<file path="src/rtl/al_accel_pkg.sv">
// Shared types, default widths and the output saturation helper for the PU array.
package al_accel_pkg;

  typedef enum logic [1:0] {IDLE, LOAD_W, RUN} state_e;

  localparam int unsigned DefDw   = 8;
  localparam int unsigned DefAccw = 32;
  // Width of the saturation helper's operand; accumulators are sign-extended into it.
  localparam int unsigned SatW    = 64;

  // Clamp v to the signed range of a w-bit value.
  function automatic logic signed [SatW-1:0] sat_to_w(input logic signed [SatW-1:0] v,
                                                      input int unsigned w);
    logic signed [SatW-1:0] hi;
    logic signed [SatW-1:0] lo;
    hi = signed'((64'd1 << (w - 1)) - 64'd1);
    lo = ~hi;
    if (v > hi) return hi;
    if (v < lo) return lo;
    return v;
  endfunction

endpackage

</file>
<file path="src/rtl/al_accel_pu_array_if.sv">
// Weight-load, activation and result handshakes of the PU array.
interface al_accel_pu_array_if #(
  parameter int unsigned K     = 3,
  parameter int unsigned DW    = 8,
  parameter int unsigned OUT_W = 16
);
  logic              wld_valid;
  logic              wld_ready;
  logic [K*DW-1:0]   wld_data;
  logic              in_valid;
  logic              in_ready;
  logic [K*DW-1:0]   in_data;
  logic              out_valid;
  logic              out_ready;
  logic [K*OUT_W-1:0] out_data;

  modport master (
    output wld_valid, wld_data, in_valid, in_data, out_ready,
    input  wld_ready, in_ready, out_valid, out_data
  );

  modport slave (
    input  wld_valid, wld_data, in_valid, in_data, out_ready,
    output wld_ready, in_ready, out_valid, out_data
  );
endinterface

</file>
<file path="src/rtl/al_accel_pu_dot.sv">
// Combinational K-lane signed dot product: one weight row times the activation vector.
module al_accel_pu_dot #(
  parameter int unsigned K    = 3,
  parameter int unsigned DW   = 8,
  parameter int unsigned ACCW = 32
) (
  input  logic [K*DW-1:0]        w_row,
  input  logic [K*DW-1:0]        x,
  output logic signed [ACCW-1:0] y
);

  logic signed [2*DW-1:0] prod [K];

  for (genvar c = 0; c < K; c++) begin : g_lane
    assign prod[c] = (2*DW)'($signed(w_row[c*DW +: DW])) * (2*DW)'($signed(x[c*DW +: DW]));
  end

  always_comb begin
    y = '0;
    for (int unsigned c = 0; c < K; c++) begin
      y = y + ACCW'(prod[c]);
    end
  end

endmodule

</file>
<file path="src/rtl/al_accel_pu_array.sv">
// Weight-stationary KxK matrix-vector PU with grouped accumulation and a valid/ready result.
// Define AL_ACCEL_PU_SAT_EN to saturate output lanes instead of truncating them.
module al_accel_pu_array
  import al_accel_pkg::*;
#(
  parameter int unsigned K     = 3,
  parameter int unsigned DW    = DefDw,
  parameter int unsigned ACCW  = DefAccw,
  parameter int unsigned OUT_W = 16,
  parameter int unsigned CNT_W = 8
) (
  input  logic             clk,
  input  logic             reset,
  input  logic             enb,
  input  logic [CNT_W-1:0] acc_len,
  output logic             busy,
  al_accel_pu_array_if.slave bus
);

  localparam int unsigned RowW = (K > 1) ? $clog2(K) : 1;

  if (ACCW < 2 * DW + $clog2(K) + CNT_W) begin : g_accw_chk
    $error("ACCW too narrow for the worst-case accumulation");
  end
  if (ACCW > SatW) begin : g_satw_chk
    $error("ACCW wider than the saturation helper");
  end

  state_e                 state_q;
  logic [RowW-1:0]        row_q;
  logic [RowW-1:0]        wld_idx;
  logic [CNT_W-1:0]       len_q;
  logic [CNT_W-1:0]       beat_q;
  logic [CNT_W-1:0]       eff_len;
  logic [K*DW-1:0]        w_q   [K];
  logic signed [ACCW-1:0] acc_q [K];
  logic signed [ACCW-1:0] dot   [K];
  logic signed [ACCW-1:0] sum   [K];
  logic [K*OUT_W-1:0]     out_q;
  logic [K*OUT_W-1:0]     conv;
  logic                   out_valid_q;
  logic                   is_last;
  logic                   at_boundary;
  logic                   wld_fire;
  logic                   in_fire;

  assign eff_len     = (acc_len == '0) ? CNT_W'(1) : acc_len;
  assign is_last     = (beat_q == len_q - CNT_W'(1));
  assign at_boundary = (beat_q == '0) && !out_valid_q;
  assign wld_idx     = (state_q == LOAD_W) ? row_q : '0;

  assign bus.wld_ready = !reset && enb &&
                         ((state_q == IDLE) || (state_q == LOAD_W) ||
                          ((state_q == RUN) && at_boundary));
  // Stall only a last beat whose result would overwrite an undrained output.
  assign bus.in_ready  = (state_q == RUN) && enb &&
                         !(out_valid_q && !bus.out_ready && is_last);

  assign wld_fire      = bus.wld_valid && bus.wld_ready;
  assign in_fire       = bus.in_valid && bus.in_ready;
  assign bus.out_valid = out_valid_q;
  assign bus.out_data  = out_q;
  assign busy          = (state_q != IDLE);

  for (genvar r = 0; r < K; r++) begin : g_row
    al_accel_pu_dot #(
      .K    (K),
      .DW   (DW),
      .ACCW (ACCW)
    ) u_dot (
      .w_row (w_q[r]),
      .x     (bus.in_data),
      .y     (dot[r])
    );

    assign sum[r] = acc_q[r] + dot[r];

`ifdef AL_ACCEL_PU_SAT_EN
    logic signed [SatW-1:0] sat;
    assign sat = sat_to_w(SatW'(sum[r]), OUT_W);
    assign conv[r*OUT_W +: OUT_W] = sat[OUT_W-1:0];
`else
    assign conv[r*OUT_W +: OUT_W] = sum[r][OUT_W-1:0];
`endif
  end

  always_ff @(posedge clk or posedge reset) begin
    if (reset) begin
      state_q     <= IDLE;
      row_q       <= '0;
      len_q       <= '0;
      beat_q      <= '0;
      out_valid_q <= 1'b0;
      out_q       <= '0;
      for (int unsigned r = 0; r < K; r++) begin
        w_q[r]   <= '0;
        acc_q[r] <= '0;
      end
    end else begin
      if (in_fire) begin
        if (is_last) begin
          out_q  <= conv;
          beat_q <= '0;
          for (int unsigned r = 0; r < K; r++) acc_q[r] <= '0;
        end else begin
          beat_q <= beat_q + CNT_W'(1);
          for (int unsigned r = 0; r < K; r++) acc_q[r] <= sum[r];
        end
      end

      if (in_fire && is_last) begin
        out_valid_q <= 1'b1;
      end else if (out_valid_q && bus.out_ready) begin
        out_valid_q <= 1'b0;
      end

      if (wld_fire) begin
        w_q[wld_idx] <= bus.wld_data;
        if (wld_idx == RowW'(K - 1)) begin
          state_q <= RUN;
          row_q   <= '0;
          len_q   <= eff_len;
          beat_q  <= '0;
        end else begin
          state_q <= LOAD_W;
          row_q   <= wld_idx + RowW'(1);
        end
      end
    end
  end

endmodule

</file>
<file path="src/flat_wrapper.sv">
// flat-port wrapper written by rule: the top's interface ports become plain ports
module al_accel_pu_array_flat import al_accel_pkg::*;
#(
  parameter int unsigned K     = 3,
  parameter int unsigned DW    = DefDw,
  parameter int unsigned ACCW  = DefAccw,
  parameter int unsigned OUT_W = 16,
  parameter int unsigned CNT_W = 8
)
  (clk, reset, enb, acc_len, busy, bus_wld_valid, bus_wld_data, bus_in_valid, bus_in_data, bus_out_ready, bus_wld_ready, bus_in_ready, bus_out_valid, bus_out_data);
  al_accel_pu_array_if #(.K(K), .DW(DW), .OUT_W(OUT_W)) bus_i ();
  input  logic clk;
  input  logic reset;
  input  logic enb;
  input  logic [CNT_W-1:0] acc_len;
  output logic busy;
  input wire logic [$bits(bus_i.wld_valid)-1:0] bus_wld_valid;
  input wire logic [$bits(bus_i.wld_data)-1:0] bus_wld_data;
  input wire logic [$bits(bus_i.in_valid)-1:0] bus_in_valid;
  input wire logic [$bits(bus_i.in_data)-1:0] bus_in_data;
  input wire logic [$bits(bus_i.out_ready)-1:0] bus_out_ready;
  output wire logic [$bits(bus_i.wld_ready)-1:0] bus_wld_ready;
  output wire logic [$bits(bus_i.in_ready)-1:0] bus_in_ready;
  output wire logic [$bits(bus_i.out_valid)-1:0] bus_out_valid;
  output wire logic [$bits(bus_i.out_data)-1:0] bus_out_data;
  assign bus_i.wld_valid = bus_wld_valid;
  assign bus_i.wld_data = bus_wld_data;
  assign bus_i.in_valid = bus_in_valid;
  assign bus_i.in_data = bus_in_data;
  assign bus_i.out_ready = bus_out_ready;
  assign bus_wld_ready = bus_i.wld_ready;
  assign bus_in_ready = bus_i.in_ready;
  assign bus_out_valid = bus_i.out_valid;
  assign bus_out_data = bus_i.out_data;
  al_accel_pu_array #(.K(K), .DW(DW), .ACCW(ACCW), .OUT_W(OUT_W), .CNT_W(CNT_W)) u_core (.clk(clk), .reset(reset), .enb(enb), .acc_len(acc_len), .busy(busy), .bus(bus_i));
endmodule
</file>
<file path="config.mk">
export PLATFORM = sky130hd
export DESIGN_NAME = al_accel_pu_array_flat
export DESIGN_NICKNAME = d
export VERILOG_FILES = /design/src/rtl/al_accel_pkg.sv /design/src/rtl/al_accel_pu_array_if.sv /design/src/rtl/al_accel_pu_dot.sv /design/src/rtl/al_accel_pu_array.sv /design/src/flat_wrapper.sv
export SDC_FILE = /design/constraint.sdc
export NUM_CORES = 2
export LEC_CHECK = 0
export ABC_AREA = 1
export BUFFER_PORTS_ARGS = -buffer_cell sky130_fd_sc_hd__buf_4
export CORE_ASPECT_RATIO = 1.2
export CORE_MARGIN = 2
export CORE_UTILIZATION = 65
export CTS_BUF_LIST = sky130_fd_sc_hd__clkbuf_8 sky130_fd_sc_hd__clkbuf_16
export CTS_CLUSTER_SIZE = 24
export DETAILED_ROUTE_END_ITERATION = 7
export GPL_TIMING_DRIVEN = 0
export PLACE_DENSITY_LB_ADDON = 0.25
export SYNTH_ARGS = -nofsm -noshare
export SYNTH_HDL_FRONTEND = slang
export SYNTH_SLANG_ARGS = --single-unit
</file>
<file path="constraint.sdc">
create_clock -name clk -period 7 [get_ports clk]
set_input_delay 1.4 -clock clk [delete_from_list [all_inputs] [get_ports clk]]
set_output_delay 1.4 -clock clk [all_outputs]
set_load 0.02 [all_outputs]
</file>
-- Yosys cells after proc, flatten, opt, wreduce, memory -nomap -nowiden
Cells that the tools add are included.
Widths: inputs -> output; s select.
- register bits after elaboration: 237
- latch bits: 0
- bits in writable memories: 0
- ROM bits: 0
- logic and storage cells: 80
- memories: 0
- $add $sub $neg: 12
- $mul: 9
- div/mod/pow operators: 0
- $lt $le $gt $ge: 2
- equality and inequality tests: 4
- shifts and indexed selects: 0
- mux-type cells: 14
- bitwise operators: 1
- reductions and logical operators: 26
- operators with widths (kind ; number):
    $mul 8x8->16 ; 9
    $add 32x18->32 ; 3
    $mux 96 ; 1
    $bwmux 72 ; 1
    $add 17x16->18 ; 3
    $add 16x16->17 ; 3
    $demux 24 s2 ; 1
    $mux 8 ; 5
    $mux 24 ; 1
    $logic_not 8->1 ; 2
    $logic_and 1x1->1 ; 13
    $add 8x1->8 const B ; 1
    $eq 8x8->1 ; 1
    $sub 8x1->8 const B ; 1
    $mux 2 ; 3
    $eq 2x2->1 const B ; 2
    $logic_not 1->1 ; 4
    $reduce_and 2->1 ; 2
    $reduce_bool 2->1 ; 2
    $ge 3x3->1 const B ; 1
    $lt 3x1->1 const B ; 1
    $not 2->3 ; 1
    $add 2x1->2 const B ; 1
    $eq 2x1->1 const B ; 1
    other kinds (3) ; 5

-- Logic depth before layout (Yosys ltp)
- depth after elaboration: 9
- mapped depth: 32

-- Hierarchy
A second synthesis with hierarchy kept.
- cell total of the unflattened synthesis: 4411
- area, all modules: 35906.9 µm²
- by module, submodules not included (module ; instances ; cells an instance ; area an instance (µm²) ; seq. area each (µm²)):
    al_accel_pu_array ; 1 ; 1143 ; 9580.4 ; 4729.5
    al_accel_pu_dot at u_core.g_row[1].u_dot ; 1 ; 1089 ; 8777.2 ; 0.0
    al_accel_pu_dot at u_core.g_row[0].u_dot ; 1 ; 1090 ; 8775.9 ; 0.0
    al_accel_pu_dot at u_core.g_row[2].u_dot ; 1 ; 1089 ; 8773.4 ; 0.0

-- Least setup slack after synthesis
OpenSTA, ideal clock, no wires.
- path kind: input port to flip-flop
- start point: input port bus_in_data[7]
- end point: register u_core.acc_q[79] in the netlist's numbering
- library setup time: 0.117 ns
- arrival: 6.655 ns
- slack: 0.227 ns
- stages on the path: 27
- buffers on the path: 1
- path through: inv_1 clkbuf_1 or2_2 fa_1 inv_1 fa_1 inv_1 fa_1 fa_1 inv_1 fa_1 fa_1 inv_1 fa_1 inv_1 ha_1 nand2_1 o21ai_0 nand2_1 nand3_1 nand2_1 nand2_1 nand2_1 nand2_1 nand3_1 nand3_1 nand2_1
- word-level cells in the longest chain between the ends: 5
- RTL lines (what ; RTL line ; source):
    start, declared ; flat_wrapper.sv:20 ; input wire logic [$bits(bus_i.in_data)-1:0] bus_in_data;
    $mul 8x8->16 ; al_accel_pu_dot.sv:15 ; assign prod[c] = (2*DW)'($signed(w_row[c*DW +: DW])) * (2*DW)'($signed(x[c*DW +: DW]));
    $add 16x16->17 ; al_accel_pu_dot.sv:21 ; y = y + ACCW'(prod[c]);
    $add 17x16->18 ; al_accel_pu_dot.sv:21 ;
    $add 32x18->32 ; al_accel_pu_array.sv:76 ; assign sum[r] = acc_q[r] + dot[r];
    $mux 96 ; al_accel_pu_array.sv:101 ; if (is_last) begin
    end signal, assigned by index ; al_accel_pu_array.sv:97 ; acc_q[r] <= '0;
    end, declared ; al_accel_pu_array.sv:36 ; logic signed [ACCW-1:0] acc_q [K];
Every way passes these cells.
A chain may end at the register's enable or synchronous reset.

-- Final worst setup path
- start point: input port bus_in_data[16]
- end point: register u_core.out_q[47], in the netlist u_core.bus.out_data[47]
- word-level cells in the longest chain between the ends: 3
- RTL lines (what ; RTL line ; source):
    $mul 8x8->16 ; al_accel_pu_dot.sv:15 ;
    $add 17x16->18 ; al_accel_pu_dot.sv:21 ;
    $add 32x18->32 ; al_accel_pu_array.sv:76 ;
    end signal, assigned ; al_accel_pu_array.sv:102 ; out_q <= conv;
    end, declared ; al_accel_pu_array.sv:39 ; logic [K*OUT_W-1:0] out_q;
Every way passes these cells.

==> flow_summary.toml <==
[cells_and_area]
layout.nets = 5245
fin_area_sq_mm = 0.0371
fill_cells = 3982
drive_above_1_share_pct = 8.62
fin_cells = 4957
final_core_util_pct = 72.3
syn_to_final_growth_pct = 10.1

[floorplan]
row_count = 91
die_w_um = 212
initial_core_util_pct = 65.6
die_h_um = 253
core_sq_mm = 0.0514
io-pin-count = 114
die_area_sq_mm = 0.0537

[detailed_routing]
drc_errors = 0
drtAntennaViolNets = 0
vias = 26216
avgRoutedWirePerCell_um = 19.3
dr.pass1.iters = 6
routed_wl_um = 95600
first_iter_violations = 1982
viasPerCell = 5.29

[grt]
grt_pass1_wl_um = 150000
antenna_found_initial = 7
grt_overflow = 0
grt_pass1_vias = 27474
grtUsageTotal_pct = 37.9
grt_max_degree = 119

[timing]
clock_skew_ns = 0.0167
min_period_over_period_pct = 98.4
fin_setup_tns_ns = 0
worst_slew_pin_slew_ns = 0.860
rsz0062_at_grt = "true"
finalHoldViolations = 0
max_freq_mhz = 145
max_slew_margin_pct = 42.7
drv_slew = 0
final.min_clock_period_ns = 6.89
setup_viol = 0

[worst_setup_path]
regToRegSetupSlack_ns = 0.44
rr_endpoint = "u_core.bus.out_data[47]"
worstSetupStartpointType = "primary input"
worst-endpoint-required_ns = 7.40
cp_max_fo = 6
critical_path_arrival_ns = 7.29
end_kind = "flip-flop"
endpoint = "u_core.bus.out_data[47]"
reg2reg_depth = 27
worst_r2r_startpoint = "u_core.w_q[23]"
criticalPathCategory = "in -> reg"
startpoint = "bus_in_data[16]"

[placement]
dpl.cell_count = 4894
dpl_cell_area_sq_mm = 0.0355
portBuffers = 112
gp_congestion = 0.980
dp_hpwl_um = 78400

[clock_tree]
max-clock-path-buffers = 2
cts.sinks = 189
clkLatencyLatePin_ns = 0.52
clock-root-buffer = "clkbuf_16"
htreeDepth = 4
hold_buffers = 0
cts_inserted_buffers = 17
cts_tree = "built"
clkTransAtPathRegs_ns = 0.07

[yosys]
synth.most_common_cell = "inv_1"
synth_top_area_cell = "fa_1"
ys_seq_elements = 189
synth_area_sq_mm = 0.0337
synth_warnings = 0
synth.top_cell.area_share_pct = 40.0
synthArstFlopShare_pct = 100
postSynthAreaPerCell_sq_um = 8.25
yosysSeqAreaShare_pct = 14.0
synth_flop_cell = "dfrtp_1"
ys_types = 33
netlist_instances = 4084
syn_nets = 5083
synthTopCellsByArea = "fa_1, inv_1, dfrtp_1"
synth_edf_count = 0
ys_top_cells_by_count = "inv_1, nand2_1, fa_1"

[min_path]
hold_class = "reg -> reg"
min-delay-start = "u_core.bus.out_data[15]"

[outcome]
outcome = "finished clean"

[run]
cap_viol_max_count = 0
## kinds of logic after synthesis
family                   Yosys count  synth area share, %
adder cells (fa/ha/maj)          937                 49.8
AND/OR/NAND/NOR                 1206                 14.2
flip-flops                       189                 14.0
buffers and inverters           1424                 16.0
XOR/XNOR                          86                 2.23
AO/OA/AOI/OAI                    242                 3.69
## registers in the layout, summed over array words and instances (netlist names)
name / cells
u_core.bus.out_valid: 1
u_core.len_q: 8
u_core.row_q: 2
u_core.acc_q: 48
u_core.w_q: 72
u_core.bus.out_data: 48
u_core.state_q: 2
u_core.beat_q: 8
## timing repair
action,CTS,global route
pin swaps,1,32
cloned,0,1
resized for setup,109,113
buffers inserted,7,23
setup endpoints to repair,60,30
## layer usage
metal	wire [um]	vias to the layer above	global-route usage [%]
li1	-	11851	-
met1	34300	12927	45.3
met2	46000	1085	62.7
met3	8040	341	8.30
met4	7260	12	24.2
met5	87	-	0
## critical path, stage by stage
cell     delay (ns)
buf_4          0.22
nand2_1        0.31
inv_2          0.24
fa_1           0.46
fa_1           0.52
inv_1          0.05
fa_1           0.45
fa_1           0.52
inv_1          0.06
fa_1           0.50
fa_1           0.49
inv_1          0.05
fa_1           0.47
inv_1          0.04
ha_1           0.33
a21oi_1        0.23
o21ai_2        0.09
nand2_1        0.08
nand3_2        0.11
nand2_1        0.10
nand2_2        0.06
nand2_2        0.07
nand2_4        0.09
inv_2          0.06
nand2_2        0.07
nand3_4        0.13
nand2_2        0.06
## through the flow
stage	setup WS (ns)	hold WS [ns]
6_report	0.113	0.488
5_1_grt	-0.0570	0.512
4_1_cts	0.00905	0.494
3_5_place_dp	-1.39	0.475
3_3_place_gp	-2.20	0.467
2_1_floorplan	0.227	0.453
## cells in the final DEF (no fill, tap or decap), types with 13 or more instances in the layout
cell and n:
a21oi_1 29, buf_2 18, buf_4 144, clkbuf_1 92, clkbuf_16 21, dfrtp_1 189
fa_1 664, ha_1 247, ha_4 16, inv_1 1252, nand2_1 943, nand2_2 16
nand3_1 68, nand4_1 13, nor2_1 100, o21ai_0 149, o21ai_1 41, or2_2 35
xnor2_1 37, xor2_1 46
## area by class of cell
| type | count | area [sq um] | share of cell area, % |
|---|---|---|---|
| timing repair buffer | 144 | 1170 | 3.16 |
| clock inverter | 15 | 180 | 0.486 |
| clock buffer | 17 | 425 | 1.15 |
| inverter | 1264 | 4780 | 12.9 |
| antenna | 1 | 2.50 | 0.00674 |
| buffer | 159 | 935 | 2.52 |
| tap | 697 | 872 | 2.35 |
| multi-input combinational | 2471 | 24000 | 64.7 |
| sequential | 189 | 4730 | 12.7 |
## how the worst min path moves through the flow
stage                                         end  slack, ns  cells past startpoint
after floorplan                   u_core.acc_q[1]       0.45                      2
after global placement    u_core.bus.out_data[41]       0.47                      2
after detailed placement  u_core.bus.out_data[26]       0.47                      2
after CTS                 u_core.bus.out_data[44]       0.49                      2
after global routing      u_core.bus.out_data[31]       0.51                      2
final                     u_core.bus.out_data[15]       0.49                      2
Power is left out: the tool's default activity adds up to more than one toggle a clock period on the data nets, which glitch-free logic cannot reach.
